[src/rtl/register_bank.sv]
// PDUA register bank: eight working registers feeding the ALU operand buses,
// plus the MAR/MDR pair that faces external memory.
module register_bank #(
  parameter int                   MAX_WIDTH = 8,
  parameter logic [MAX_WIDTH-1:0] SP_INIT   = 8'hFF,
  parameter logic [MAX_WIDTH-1:0] VI_INIT   = 8'h00
) (
  input  logic                 clk,
  input  logic                 rst,
  input  logic [MAX_WIDTH-1:0] busC,
  input  logic [2:0]           selC,
  input  logic                 wrC,
  input  logic [2:0]           selB,
  input  logic                 mar_ld,
  input  logic                 mdr_ld,
  input  logic [MAX_WIDTH-1:0] mem_rdata,
  output logic [MAX_WIDTH-1:0] busA,
  output logic [MAX_WIDTH-1:0] busB,
  output logic [MAX_WIDTH-1:0] mem_addr,
  output logic [MAX_WIDTH-1:0] mem_wdata
);

  typedef enum logic [2:0] {
    REG_PC   = 3'd0,
    REG_SP   = 3'd1,
    REG_DPTR = 3'd2,
    REG_A    = 3'd3,
    REG_VI   = 3'd4,
    REG_TEMP = 3'd5,
    REG_MDR  = 3'd6,
    REG_ACC  = 3'd7
  } reg_idx_e;

  logic [MAX_WIDTH-1:0] regs_q [8];
  logic [MAX_WIDTH-1:0] regs_d [8];
  logic [MAX_WIDTH-1:0] mar_q;
  logic [MAX_WIDTH-1:0] mar_d;

  always_comb begin
    // NOTE: every register defaults to its current value first, so no path
    // through this block leaves a signal unassigned and no latch is inferred.
    regs_d = regs_q;
    mar_d  = mar_q;
    if (wrC) regs_d[selC] = busC;
    // Memory data wins over a same-cycle ALU write-back into MDR.
    if (mdr_ld) regs_d[REG_MDR] = mem_rdata;
    if (mar_ld) mar_d = busC;
  end

  always_ff @(posedge clk) begin
    if (rst) begin
      // NOTE: the register array is small and architecturally visible, so each
      // entry gets a defined reset value rather than being left uninitialised.
      for (int i = 0; i < 8; i++) regs_q[i] <= '0;
      regs_q[REG_SP] <= SP_INIT;
      regs_q[REG_VI] <= VI_INIT;
      mar_q          <= '0;
    end else begin
      // NOTE: non-blocking assignments so every flop samples pre-edge values.
      regs_q <= regs_d;
      mar_q  <= mar_d;
    end
  end

  // Reads come straight from state: a same-cycle write shows up next cycle.
  assign busA      = regs_q[REG_ACC];
  assign busB      = regs_q[selB];
  assign mem_addr  = mar_q;
  assign mem_wdata = regs_q[REG_MDR];

endmodule

[config.mk]
export PLATFORM = sky130hd
export DESIGN_NAME = register_bank
export DESIGN_NICKNAME = d
export VERILOG_FILES = /design/src/rtl/register_bank.sv
export SDC_FILE = /design/constraint.sdc
export NUM_CORES = 1
export LEC_CHECK = 0
export CAP_MARGIN = 25
export CORE_ASPECT_RATIO = 0.9
export CORE_MARGIN = 2
export CORE_UTILIZATION = 35
export CTS_CLUSTER_SIZE = 14
export DETAILED_ROUTE_END_ITERATION = 8
export GPL_TIMING_DRIVEN = 1
export PLACE_DENSITY = 0.56
export SYNTH_ARGS = -nofsm -noshare
export SYNTH_HDL_FRONTEND = slang
export SYNTH_SLANG_ARGS = --single-unit
[constraint.sdc]
create_clock -name clk -period 1.28 [get_ports clk]
set_input_delay 0.128 -clock clk [delete_from_list [all_inputs] [get_ports clk]]
set_output_delay 0.128 -clock clk [all_outputs]
set_load 0.01 [all_outputs]
# == After elaboration in Yosys (flattened, before gate mapping) ==
# Cells that the tools add are included.
# totals
ff_bits,72
in_bits,27
# op_classes
reduce_logical,2
bitwise,2
magnitude_cmp,3
muxes,8
# ops
operator,n
$bwmux 64,1
$mux 8,4
$bmux 8 s3,1
$demux 8 s3,1
$mux 16,1
$ge 4x4->1 const B,2
$not 3->4,2
$lt 4x1->1 const B,1
$reduce_bool 2->1,1
$logic_and 1x1->1,1

# == Logic depth before layout (Yosys ltp) ==
# depth
depth_word,8
mapped_depth,5
depth_no_buf,3

# == Worst setup path before layout ==
# OpenSTA, ideal clock, no wires.
# synth_path
kind,input -> output
startpoint,input selB[1]
endpoint,output busB[3]
path_buffers,2
required_ns,1.152
t_arrival_ns,1.219
slack_ns,-0.067
cell_stages,4
path_cell_list,buf_2 > clkbuf_1 > mux4_2 > mux2_2
# synth_between
elab_chain_cells,4
# synth_lines
item,line,rtl
start: declaration,13,"input logic [2:0] selB,"
$not 3->4 (implied by the code),67,assign busB = regs_q[selB];
$bmux 8 s3,67,
$mux 8 (implied by the code) (2 in a row),67,
end: declaration,18,"output logic [MAX_WIDTH-1:0] busB,"
# Every way passes these cells. The select of a mux whose other input is x is not followed.

# == Worst setup path after layout ==
# layout_path
startpoint,register regs_q (netlist bit mem_wdata[7])
endpoint,output busB[7]
# layout_between
elab_chain_cells,3
# layout_lines
item,line,rtl
start: declaration,34,logic [MAX_WIDTH-1:0] regs_q [8];
start signal: assignment,60,regs_q <= regs_d;
$bmux 8 s3,67,
$mux 8 (implied by the code) (2 in a row),67,
# Every way passes these cells. The select of a mux whose other input is x is not followed.

==> summary.md <==
| Metric | Value |
|---|---|
| Status | `finished, violations left` |
| Failing checks | `negative setup slack` |
| Finish-stage setup viols | `8` |
| Pins Over Slew Limit | `0` |
| Reg-to-Reg End | `mem_wdata[5]$_SDFFE_PP0P_` |
| Drt pass-1 iters | `6` |
| Fin crit share | `131%` |
| Worst vdd ir | `563 uV` |
| First-pass GRT wire length | `14700 um` |
| TritonCTS clock tree | `yes` |
| Critical Path End Type | `primary output` |
| DR vias | `2797` |
| Starting Density | `35.6%` |
| P&R area growth vs syn | `35.8%` |
| Most frequent cells in the layout | `nand2_1 (64), dfxtp_1 (53), buf_4 (47)` |
| DIE HEIGHT | `97.7 um` |
| Xor/xnor share of the synthesized area | `0%` |
| Clock Path Buffers | `2` |
| Synth warn | `0` |
| Initial DRC count | `94` |
| Clock network power share | `around two fifths` |
| Critical path data required time | `~1200 ps` |
| Slowest cell on the critical path | `mux4_2` |
| Worst-path cell chain | `mux4_2 > mux2_4 > buf_6` |
| Syn Nets | `between 300 and 400` |
| Crit path time final | `between 1500 and 2000 ps` |
| PnR Total Power | `5370 uW` |
| Largest net degree at the start of global routing | `25` |
| RSZ-0062 raised after global routing | `yes` |
| Static leakage | `0.00190 uW` |
| Seq cells post-synth | `72` |
| Pint | `4140 uW` |
| Crit-path leading delay family | `multiplexers` |
| F_max | `about 600 MHz` |
| Hold Crit Endpoint | `mem_addr[2]$_SDFFE_PP0P_` |
| Routed len/inst | `16.1 um` |
| Reg2Reg Depth | `3` |
| All-Layer GR Usage | `18.1%` |
| Die span in x | `108 um` |
| Rel. slew slack | `72.3%` |
| Gp weighted congestion | `0.794` |
| Worst Slack Setup Final | `-403 ps` |
| Cell variety after synth | `29` |
| Sequential share of the synthesized area | `~42%` |
| Total core area | `0.00957 mm2` |
| Synth top area share | `between 40% and 50%` |
| Vias per inst | `5.00` |
| CP Data Arrival Time | `~1600 ps` |
| Hold Crit Class | `in2reg` |
| DP Wirelength | `6500 um` |
| IO buf count | `58` |
| Row count | `34` |
| Hold path depth | `2` |
| Clk pin slew, worst setup/hold paths | `80 ps` |
| Kind of critical path | `reg2out` |
| Mux contribution to synthesized area | `21.9%` |
| CTS Hold Bufs | `0` |
| Crit path max fanout | `2` |
| Sw frac | `22.9%` |
| Min-delay src | `rst` |
| DRC | `0` |
| Layout cells sized above 1 | `29.8%` |
| P_sw | `1230 uW` |
| Pwr/cell area | `1160 mW/mm2` |
| ANT cells | `0` |
| Final wirelength | `between 8000 and 9000 um` |
| Routed Antenna Nets | `0` |
| Clock latency at the later pin of the worst-skew pair | `340 ps` |
| R2R Path Start | `mem_wdata[5]$_SDFFE_PP0P_` |
| Worst slack, placed | `-994 ps` |
| Layout net count | `455` |
| Root buf cell | `clkbuf_8` |
| Fin Clk Skew | `0 ps` |
| CTS Sinks | `72` |
| Worst slew pin tran | `415 ps` |
| Synth Area per Inst | `9.61 um2` |
| Synth area leader | `dfxtp_1` |
| Reg power frac | `44.1%` |
| Worst hold margin | `192 ps` |
| Vias in the first global route | `2812` |
| Top cells by area, synth | `dfxtp_1 (42%), mux4_1 (12%), mux2i_1 (7.0%)` |
| Cell count after synthesis | `355` |
| Post-synthesis compound-gate area fraction | `~8.8%` |
| Initial antenna violation count | `0` |
| Synth Area in Adders | `0%` |
| Combinational share of power | `14.0%` |
| H-tree depth | `3` |
| Simple logic cell fraction of the synthesized area | `17.6%` |
| Grt total ovfl | `0` |
| Die area | `0.0106 mm2` |
| Final Hold Vio Count | `0` |
| Largest stage delay on the critical path | `roughly 460 ps` |
| I/O Pins | `a little under 60` |
| CP bufs+invs | `1` |
| Final core utilization | `48.4%` |
| Reg2reg setup slack | `330 ps` |
| Max_cap viols | `0` |
| Largest family of logic cells by synthesized area | `multiplexers` |
| Worst setup SP type | `register` |
| CTS buffer count | `9` |
| Commonest non-fill, non-tap cell in the layout | `nand2_1` |
| Cell Area, Synth | `approximately 0.0034 mm2` |
==> registers in the layout, indices dropped and copies added, names as in the netlist <==
| name | count |
|---|---|
| busA | 8 |
| mem_addr | 8 |
| regs_q | 48 |
| mem_wdata | 8 |
==> power groups by stage <==
stage,clock network [uW],registers [uW],logic [uW]
floorplan,0,2400,391
global placement,0,2410,740
detailed placement,0,2410,752
CTS,2290,2370,759
global route,2400,2370,817
finish,2250,2370,753
==> how the worst max path moves through the flow <==
| stage | start | end | depth (start not counted) |
|---|---|---|---|
| 6_report | mem_wdata[7]$_SDFFE_PP0P_ | busB[7] | 3 |
| 5_1_grt | mem_wdata[1]$_SDFFE_PP0P_ | busB[1] | 3 |
| 2_1_floorplan | selB[2] | busB[2] | 4 |
| 3_3_place_gp | selB[2] | busB[1] | 5 |
| 3_5_place_dp | selB[2] | busB[2] | 5 |
| 4_1_cts | mem_wdata[5]$_SDFFE_PP0P_ | busB[5] | 3 |
==> logic make-up (layout without fill, tap and decap cells) <==
kind of cell,count (synthesis),count (layout)
AO/OA/AOI/OAI,48,48
multiplexers,48,48
buffers and inverters,60,138
flip-flops,72,72
AND/OR/NAND/NOR,127,127
==> synthesized netlist by cell type <==
| master | count |
|---|---|
| dfxtp_1 | 72 |
| nand2_1 | 64 |
| a21oi_1 | 32 |
| nor2_1 | 25 |
| mux2i_1 | 24 |
| clkbuf_1 | 23 |
| buf_4 | 17 |
| nor3_1 | 16 |
| mux4_1 | 15 |
| a2111oi_0 | 8 |
| a211o_1 | 8 |
| inv_1 | 8 |
| mux2_2 | 8 |
| buf_2 | 7 |
| nor2b_1 | 5 |
| and2_1 | 3 |
| and4b_1 | 3 |
| buf_1 | 3 |
| nand4b_1 | 3 |
| and4bb_2 | 2 |
| and4_1 | 1 |
| buf_12 | 1 |
| buf_6 | 1 |
| mux4_2 | 1 |
| nand3_1 | 1 |
| nand4_1 | 1 |
| nor4b_2 | 1 |
| nor4bb_1 | 1 |
| or4b_1 | 1 |
==> layer usage <==
layer	vias up	wire length [um]	track usage, %
met1	1337	4100	23.8
met4	0	151	5.62
met2	78	4280	29.1
li1	1365	-	-
met5	-	0	0
met3	17	460	4.56
==> worst register-to-register path, cell delays in order (launching register included) <==
cell and delay [ps]:
dfxtp_2 350, buf_4 110, nor3_1 40, a2111oi_1 340
==> cell type report <==
cell class / instances / area [um2]
inverter: 8 / 30.0
tap: 126 / 158
timing repair buffer: 114 / 1090
fill: 933 / 4940
clock inverter: 5 / 103
sequential: 72 / 1470
multi-input combinational: 223 / 1630
clock buffer: 11 / 151
==> through the flow <==
stage          instance area [um2]  cells  setup TNS (ps)
2_1_floorplan                 3430    355           -41.5
3_5_place_dp                  4370    540          -28140
6_report                      4630    559           -3120
3_3_place_gp                  4370    540          -25090
4_1_cts                       4620    558           -3270
5_1_grt                       4630    559           -3500
==> what timing repair did <==
item,CTS,global route
resized for setup,108,5
buffers inserted,1,1
cloned,1,0
setup endpoints to repair,50,43
(Power assumes the default switching activity.)
